===== src/rtl/mips_mem_pkg.sv =====
// Shared definitions for the MIPS memory-side responders (data memory now,
// instruction memory later): FSM encoding, word and wait-counter widths.
package mips_mem_pkg;

    localparam int WORD_W = 32;
    localparam int WAIT_W = 4;

    typedef enum logic [1:0] {
        ST_IDLE = 2'd0,
        ST_BUSY = 2'd1,
        ST_RESP = 2'd2
    } state_t;

    typedef struct packed {
        logic              we;
        logic [WORD_W-1:0] addr;
        logic [WORD_W-1:0] wdata;
    } mem_req_t;

endpackage


===== src/rtl/mips_word_array.sv =====
// Word-addressed storage: synchronous write, combinational read, cleared by
// reset, with the low half of word 0 tapped out for observation.
module mips_word_array
    import mips_mem_pkg::*;
#(
    parameter int DEPTH_LOG2 = 6
) (
    input  logic                  clk,
    input  logic                  reset,
    input  logic                  we,
    input  logic [DEPTH_LOG2-1:0] idx,
    input  logic [WORD_W-1:0]     wdata,
    output logic [WORD_W-1:0]     rdata,
    output logic [15:0]           word0_lo
);

    localparam int DEPTH = 1 << DEPTH_LOG2;

    logic [WORD_W-1:0] mem [DEPTH];

    always_ff @(posedge clk) begin
        if (reset) begin
            for (int i = 0; i < DEPTH; i++) begin
                mem[i] <= '0;
            end
        end else if (we) begin
            mem[idx] <= wdata;
        end
    end

    assign rdata    = mem[idx];
    assign word0_lo = mem[0][15:0];

endmodule


===== src/rtl/mips_dmem_responder.sv =====
// Data-memory responder for the MIPS core: one request at a time, a fixed
// number of wait states, then a response held until the core takes it.
module mips_dmem_responder
    import mips_mem_pkg::*;
#(
    parameter int DEPTH_LOG2  = 6,
    parameter int WAIT_CYCLES = 2
) (
    input  logic              clk,
    input  logic              reset,
    input  logic              req_valid,
    output logic              req_ready,
    input  logic              req_we,
    input  logic [WORD_W-1:0] req_addr,
    input  logic [WORD_W-1:0] req_wdata,
    output logic              rsp_valid,
    input  logic              rsp_ready,
    output logic [WORD_W-1:0] rsp_rdata,
    output logic              rsp_err,
    output logic [15:0]       test_value
);

    localparam logic [WAIT_W-1:0] WAIT_INIT = WAIT_W'(WAIT_CYCLES);
    localparam logic [WAIT_W-1:0] WAIT_LAST = WAIT_W'(1);
    localparam bit                ZERO_WAIT = (WAIT_CYCLES == 0);

    // Misaligned, or beyond the last stored word.
    function automatic logic addr_bad(input logic [WORD_W-1:0] addr);
        return (addr[1:0] != 2'b00) || ((addr >> (DEPTH_LOG2 + 2)) != '0);
    endfunction

    state_t                  state;
    logic [WAIT_W-1:0]       wait_cnt;
    mem_req_t                lat_req;
    mem_req_t                cur_req;
    logic                    handshake;
    logic                    commit;
    logic                    commit_err;
    logic                    mem_we;
    logic [DEPTH_LOG2-1:0]   word_idx;
    logic [WORD_W-1:0]       rd_word;

    assign handshake = (state == ST_IDLE) && req_valid && req_ready;

    // With no wait states the access commits in the accept cycle, so it must
    // use the live request rather than the latched copy.
    always_comb begin
        cur_req = lat_req;
        if (ZERO_WAIT) begin
            cur_req = {req_we, req_addr, req_wdata};
        end
    end

    assign commit     = ZERO_WAIT ? handshake
                                  : ((state == ST_BUSY) && (wait_cnt == WAIT_LAST));
    assign commit_err = addr_bad(cur_req.addr);
    assign word_idx   = cur_req.addr[DEPTH_LOG2+1:2];
    assign mem_we     = commit && cur_req.we && !commit_err;

    mips_word_array #(
        .DEPTH_LOG2 (DEPTH_LOG2)
    ) u_array (
        .clk      (clk),
        .reset    (reset),
        .we       (mem_we),
        .idx      (word_idx),
        .wdata    (cur_req.wdata),
        .rdata    (rd_word),
        .word0_lo (test_value)
    );

    always_ff @(posedge clk) begin
        if (reset) begin
            state     <= ST_IDLE;
            wait_cnt  <= '0;
            req_ready <= 1'b0;
            rsp_valid <= 1'b0;
            rsp_rdata <= '0;
            rsp_err   <= 1'b0;
        end else begin
            case (state)
                ST_IDLE: begin
                    req_ready <= 1'b1;
                    if (handshake) begin
                        lat_req   <= {req_we, req_addr, req_wdata};
                        req_ready <= 1'b0;
                        if (ZERO_WAIT) begin
                            state <= ST_RESP;
                        end else begin
                            state    <= ST_BUSY;
                            wait_cnt <= WAIT_INIT;
                        end
                    end
                end
                ST_BUSY: begin
                    wait_cnt <= wait_cnt - WAIT_LAST;
                    if (wait_cnt == WAIT_LAST) begin
                        state <= ST_RESP;
                    end
                end
                ST_RESP: begin
                    if (rsp_ready) begin
                        state     <= ST_IDLE;
                        req_ready <= 1'b1;
                        rsp_valid <= 1'b0;
                        rsp_rdata <= '0;
                        rsp_err   <= 1'b0;
                    end
                end
                default: begin
                    state     <= ST_IDLE;
                    req_ready <= 1'b0;
                end
            endcase

            // Response is captured from the same cycle the access commits.
            if (commit) begin
                rsp_valid <= 1'b1;
                rsp_err   <= commit_err;
                rsp_rdata <= (commit_err || cur_req.we) ? '0 : rd_word;
            end
        end
    end

endmodule


===== config.mk =====
export PLATFORM = sky130hd
export DESIGN_NAME = mips_dmem_responder
export DESIGN_NICKNAME = d
export VERILOG_FILES = /design/src/rtl/mips_mem_pkg.sv /design/src/rtl/mips_word_array.sv /design/src/rtl/mips_dmem_responder.sv
export SDC_FILE = /design/constraint.sdc
export NUM_CORES = 2
export LEC_CHECK = 0
export CAP_MARGIN = 20
export CELL_PAD_IN_SITES_DETAIL_PLACEMENT = 0
export CELL_PAD_IN_SITES_GLOBAL_PLACEMENT = 1
export CORE_ASPECT_RATIO = 0.5
export CORE_MARGIN = 2
export CORE_UTILIZATION = 49
export CTS_CLUSTER_DIAMETER = 30
export DETAILED_ROUTE_END_ITERATION = 6
export MAX_ROUTING_LAYER = met4
export PLACE_DENSITY_LB_ADDON = 0.1
export SETUP_SLACK_MARGIN = 0.2
export SLEW_MARGIN = 0
export SYNTH_ARGS = -nofsm -noshare
export SYNTH_HDL_FRONTEND = slang
export SYNTH_SLANG_ARGS = --single-unit

===== constraint.sdc =====
create_clock -name clk -period 4.85 [get_ports clk]
set_input_delay 0.97 -clock clk [delete_from_list [all_inputs] [get_ports clk]]
set_output_delay 0.97 -clock clk [all_outputs]
set_load 0.02 [all_outputs]

# == After elaboration in Yosys (flattened, before gate mapping) ==
# Memory sizes are Yosys's and may differ from the RTL's. A register that Yosys moved wholly into a read port is not among the register bits.
# Cells that the tools add are included.
# W data, S select, Z words.
# word_totals
reg_bits,106
output_inout_bits,51
mem_bits_rw,2048
in_bits,69
memories,1
# classes
n_bitwise,2
addsub,1
mux,26
reduce_logical,20
eq_ne,6
# memory_table
memory,depth,word_bits,read_ports,rd_clocked_by_memory_dff,write_ports,line,text
u_array.mem,64,32,2,1,64,mips_word_array.sv:19,logic [WORD_W-1:0] mem [DEPTH];
# op_table
operator,count
$mux W32,5
$reduce_bool A32 Y1,1
$reduce_or A32 Y1,1
$mux W1,12
$mux W6,2
$pmux W4 S2,1
$reduce_bool A2 Y1,4
$mux W2,3
$pmux W2 S3,1
$reduce_and A2 Y1,3
$reduce_and A3 Y1,2
$logic_and A1 B1 Y1,5
$eq A4 B1 Y1 const B,1
$mux W4,1
$ne A2 B2 Y1 const B,2
$sub A4 B1 Y4 const B,1
$pmux W1 S3,1
$eq A2 B1 Y1 const B,1
$eq A2 B2 Y1 const B,1
$logic_not A2 Y1,1
$logic_or A1 B1 Y1,2
$ne A2 B1 Y1 const B,1
$not A1 Y1,2
$logic_not A1 Y1,1

# == Longest topological paths before layout ==
# depth
depth_word,9
mapped_depth,12

# == Cells and area by module ==
# A second synthesis with hierarchy kept.
# hier_totals
cells_unflattened,6949
hier_area_um2,96184.7
# modules_own_cells
module,area_per_inst_um2,cells_each,n_inst
mips_word_array,92721.4,6751,1
mips_dmem_responder,3463.3,198,1

# == Worst setup path before layout ==
# Ideal clock, no wire load.
# synth_timing
kind,input port to flip-flop
start,in reset
end,"mem u_array.mem[7][0], enable pin"
path_slack_ns,0.053
setup_ns,0.466
stages,5
required_ns,4.384
t_arrival_ns,4.331
cell_sequence,clkbuf_1 > nor3b_1 > nand2_1 > clkbuf_1 > o21ai_0
# synth_rtl
item,line,text
start: declaration,mips_dmem_responder.sv:10,"input logic reset,"
end: declaration,mips_word_array.sv:19,

==> reports/results.ini <==
[global_route]
grt_max_degree = 66
groute.usage.overall_pct = 33.6
grt.overflow.total = 0
first_pass_grt_wire_length_um = 457000
first_global_vias = 57300
grt_antenna_before_repair = 41

[synth]
unique_masters_post_synth = 66
ys_seq_area_share_pct = 66.1
synth_enable_flop_cells = 2113
async_flop_share_pct = 0
post_synth_main_area_contributors = sky130_fd_sc_hd__edfxtp_1 65%, sky130_fd_sc_hd__and2_1 13%, sky130_fd_sc_hd__mux4_2 10%, sky130_fd_sc_hd__mux2i_1 2.5%, sky130_fd_sc_hd__clkbuf_1 1.7%
syn_inst = 6390
netlist.top_cell.by_area = sky130_fd_sc_hd__edfxtp_1
mappedNetlistArea_um2 = 97400
synth.cells.most_frequent = 2113 x sky130_fd_sc_hd__edfxtp_1, 2057 x sky130_fd_sc_hd__and2_1, 434 x sky130_fd_sc_hd__mux4_2, 433 x sky130_fd_sc_hd__clkbuf_1, 242 x sky130_fd_sc_hd__mux2i_1
synth_nets = 6461
post_synth_xor_area_fraction_pct = 0.00899
ys.warnings.count = 0
synth_area_per_cell_um2 = 15.2
muxShareOfSynthArea_pct = 12.7
synth_top_flop_cell = sky130_fd_sc_hd__edfxtp_1
yosys_register_bits = 2160
synth_most_common_cell = sky130_fd_sc_hd__edfxtp_1
synth_compound_area_share_pct = 2.77
largest_family_of_logic_cells_by_synthesized_area = simple AND/OR/NAND/NOR gates
post_synth_fa_ha_maj_area_fraction_pct = 0.0257
synth_simple_gate_area_share_pct = 15.3
yosysTopAreaCellShare_pct = 65.2

[power_and_ir_drop]
sequentialPowerShare_pct = 44.8
power.clock.fraction_pct = 48.9
leakagePower_nw = 41.4
power.combinational.fraction_pct = 6.3
switching_power_mw = 11.1
power_report.internal_total_mw = 36.4
power.total_mw = 47.4
ir_worst_vdd_mv = 0.328
power_switching_share_pct = 23.3
power_per_cell_area_nw_per_um2 = 419

[setup_path]
crit_end = u_array.mem[46][1]$_SDFFCE_PN0P_
timing.setup.critical_path_class = flip-flop to flip-flop
cp_data_required_time_ns = 5.37
reg2reg_slack_ns = 0.80
crit_chain = nor4_1 -> and4_1 -> and2_1 -> nand4_1 -> o21ai_4 -> buf_4
worstPathArrival_ns = 4.57
reg2reg_depth = 6
endpoint_kind = flip-flop
cp_slowest_stage_delay_ns = 1.08
critical_path_source = cur_req[32]$_DFFE_PN_
crit_path_max_fanout = 20
r2r_end = u_array.mem[46][1]$_SDFFCE_PN0P_
startpoint_type_of_the_worst_setup_path = flip-flop
worstReg2RegStart = cur_req[32]$_DFFE_PN_
cpMaxStageDelayCell = sky130_fd_sc_hd__o21ai_4

[floorplanning]
die-height_um = 319
placement_rows = 115
core_um2 = 197000
initial_utilization_pct = 49.4
die_w_um = 634
pin_count = 120
design.die.area_um2 = 203000

[sta]
final_min_period_over_clock_period_pct = 83.5
setup_ws_ns = 0.798
timing_max_transition_violations_final = 0
setup_viol = 0
tightest_slew_ns = 1.22
finalHoldViolations = 0
finalClockSkew_ns = 0.0461
rsz_0062_raised_after_global_routing = false
worst_slew_margin_rel_pct = 18.8
totalNegativeSetupSlack_ns = 0
max_freq_mhz = 247
final.min_clock_period_ns = 4.05

[run]
max_cap_viol_count = 0

[final_layout]
fin_area_um2 = 113000
fin_nets = 6562
fillers = 15100
areaGrowthSynthToFinish_pct = 16.4
fraction_of_final_layout_cells_sized_beyond_drive_strength_1_pct = 21.5

[outcome]
outcome = complete, no violations

[clock_network]
cts.path.max_buffers = 4
post_cts_hold_buffer_count = 0
post_cts_resize_count = 0
clock_transition_at_the_register_clock_pins_on_the_worst_setup_and_hold_paths_after_cts_ns = 0.06
clock_latency_ns = 0.84
cts_root_buffer = sky130_fd_sc_hd__clkbuf_16
h-tree-depth = 5
clock_sink_count = 2160
cts_tree = built
tritoncts.num_buffers = 312
cts_setup_buffers = 0

[min_path]
min_path_type = flip-flop to flip-flop

[place]
port_buffers = 119
dpl-instance-area_um2 = 103000
placement.setup.worst_slack_ns = 0.687
routabilityCongestion = 0.904
dp_hpwl_um = 200000

[route]
detail_route.iter0.violations = 9114
first_pass_iters = 6
viasPerCell = 6.22
antenna_violating_nets_post_route = 0
detail_route.wirelength_um = 329000
via_count = 58300
drcViolationCount = 0
route.detailed.wl_per_inst_um = 35.1

==> per-layer routing <==
metal / up-vias / GRT usage, % / part of all wire (%)
li1: 23800 / - / -
met1: 30600 / 47.7 / 40
met5: - / - / 0
met4: 0 / 9.52 / 3.0
met2: 3456 / 47.3 / 44
met3: 439 / 9.69 / 13
==> per-stage QoR <==
step / util (%) / hold slack, ns / instances
finish: 57.5 / 0.452 / 9383
global route: 57.5 / 0.468 / 9380
CTS: 57.5 / 0.458 / 9370
detailed placement: 52.1 / 0.448 / 8808
global placement: 52.0 / 0.452 / 8798
floorplan: - / 0.491 / 6390
==> cell families (layout without fill, tap and decap cells) <==
group / count (synthesis) / in the layout
muxes: 693 / 693
DFF: 2160 / 2160
other: 0 / 12
adders and majority gates: 2 / 2
AOI/OAI and AO/OA: 405 / 405
xor gates and xnor gates: 1 / 1
buffers and inverters: 665 / 1014
and+or+nand+nor: 2464 / 2464
==> power groups by stage <==
stage | Clock [mW] | Combinational, mW | Sequential, mW
after floorplan | 0 | 1.56 | 21.6
after global placement | 0 | 2.91 | 21.6
after detailed placement | 0 | 2.94 | 21.6
after CTS | 23.3 | 2.95 | 21.3
after global routing | 24.2 | 3.07 | 21.3
final | 23.2 | 2.99 | 21.3
==> cell type report <==
class	instances	area [um2]	area share [%]
multi-input combinational	3565	30900	27.2
clock inverter	215	2390	2.11
clock buffer	347	8180	7.22
timing repair buffer	444	4130	3.64
antenna	12	30.0	0.0265
sequential	2160	64400	56.8
tap	2632	3290	2.91
inverter	8	35.0	0.0309
==> registers in the layout, indices dropped and copies added, names as in the netlist, named ones only <==
register and cells:
u_array.mem 2048, cur_req 65, rsp_rdata 32, wait_cnt 4
state 2, req_ready 1, rsp_err 1, rsp_valid 1
==> how the worst min path moves through the flow <==
| stage | startpoint | end | cells past startpoint |
|---|---|---|---|
| 2_1_floorplan | wait_cnt[3]$_SDFFE_PP0P_ | wait_cnt[3]$_SDFFE_PP0P_ | 2 |
| 3_3_place_gp | rsp_rdata[7]$_SDFFE_PP0P_ | rsp_rdata[7]$_SDFFE_PP0P_ | 2 |
| 3_5_place_dp | rsp_rdata[13]$_SDFFE_PP0P_ | rsp_rdata[13]$_SDFFE_PP0P_ | 2 |
| 4_1_cts | rsp_rdata[0]$_SDFFE_PP0P_ | rsp_rdata[0]$_SDFFE_PP0P_ | 2 |
| 5_1_grt | rsp_rdata[19]$_SDFFE_PP0P_ | rsp_rdata[19]$_SDFFE_PP0P_ | 2 |
| 6_report | rsp_rdata[0]$_SDFFE_PP0P_ | rsp_rdata[0]$_SDFFE_PP0P_ | 2 |
==> cell usage in the layout (no fill, tap or decap), types with 17 or more instances in the layout <==
master | netlist | routed
sky130_fd_sc_hd__nor3_1 | 18 | 18
sky130_fd_sc_hd__a221oi_1 | 22 | 22
sky130_fd_sc_hd__clkbuf_1 | 433 | 23
sky130_fd_sc_hd__a22o_1 | 20 | 20
sky130_fd_sc_hd__clkbuf_16 | 0 | 323
sky130_fd_sc_hd__clkinv_2 | 0 | 37
sky130_fd_sc_hd__nor2_1 | 91 | 43
sky130_fd_sc_hd__bufinv_16 | 0 | 38
sky130_fd_sc_hd__clkinv_4 | 0 | 28
sky130_fd_sc_hd__o21ai_4 | 0 | 60
sky130_fd_sc_hd__clkinv_1 | 1 | 33
sky130_fd_sc_hd__mux4_2 | 434 | 434
sky130_fd_sc_hd__mux2_2 | 17 | 17
sky130_fd_sc_hd__a22oi_1 | 94 | 94
sky130_fd_sc_hd__nand2_1 | 132 | 132
sky130_fd_sc_hd__a21oi_1 | 54 | 54
sky130_fd_sc_hd__inv_6 | 0 | 41
sky130_fd_sc_hd__clkinvlp_4 | 0 | 30
sky130_fd_sc_hd__clkdlybuf4s50_1 | 0 | 119
sky130_fd_sc_hd__o21ai_0 | 102 | 41
sky130_fd_sc_hd__nor2_2 | 18 | 64
sky130_fd_sc_hd__o22ai_1 | 20 | 20
sky130_fd_sc_hd__buf_12 | 0 | 36
sky130_fd_sc_hd__edfxtp_1 | 2113 | 2113
sky130_fd_sc_hd__dfxtp_1 | 47 | 41
sky130_fd_sc_hd__nor2b_1 | 25 | 18
sky130_fd_sc_hd__nand3_1 | 44 | 41
sky130_fd_sc_hd__a31oi_1 | 19 | 19
sky130_fd_sc_hd__and2_1 | 2057 | 2056
sky130_fd_sc_hd__buf_4 | 77 | 285
sky130_fd_sc_hd__mux2i_1 | 242 | 242
==> worst max-delay path: cells and delay by family, from the launching register on <==
family,cells,cell delay [ns]
AO/OA/AOI/OAI,1,1.08
buffers and inverters,1,0.39
flip-flops,1,0.36
AND/OR/NAND/NOR,4,1.86
Note: power is estimated with default switching activity, not from simulation.
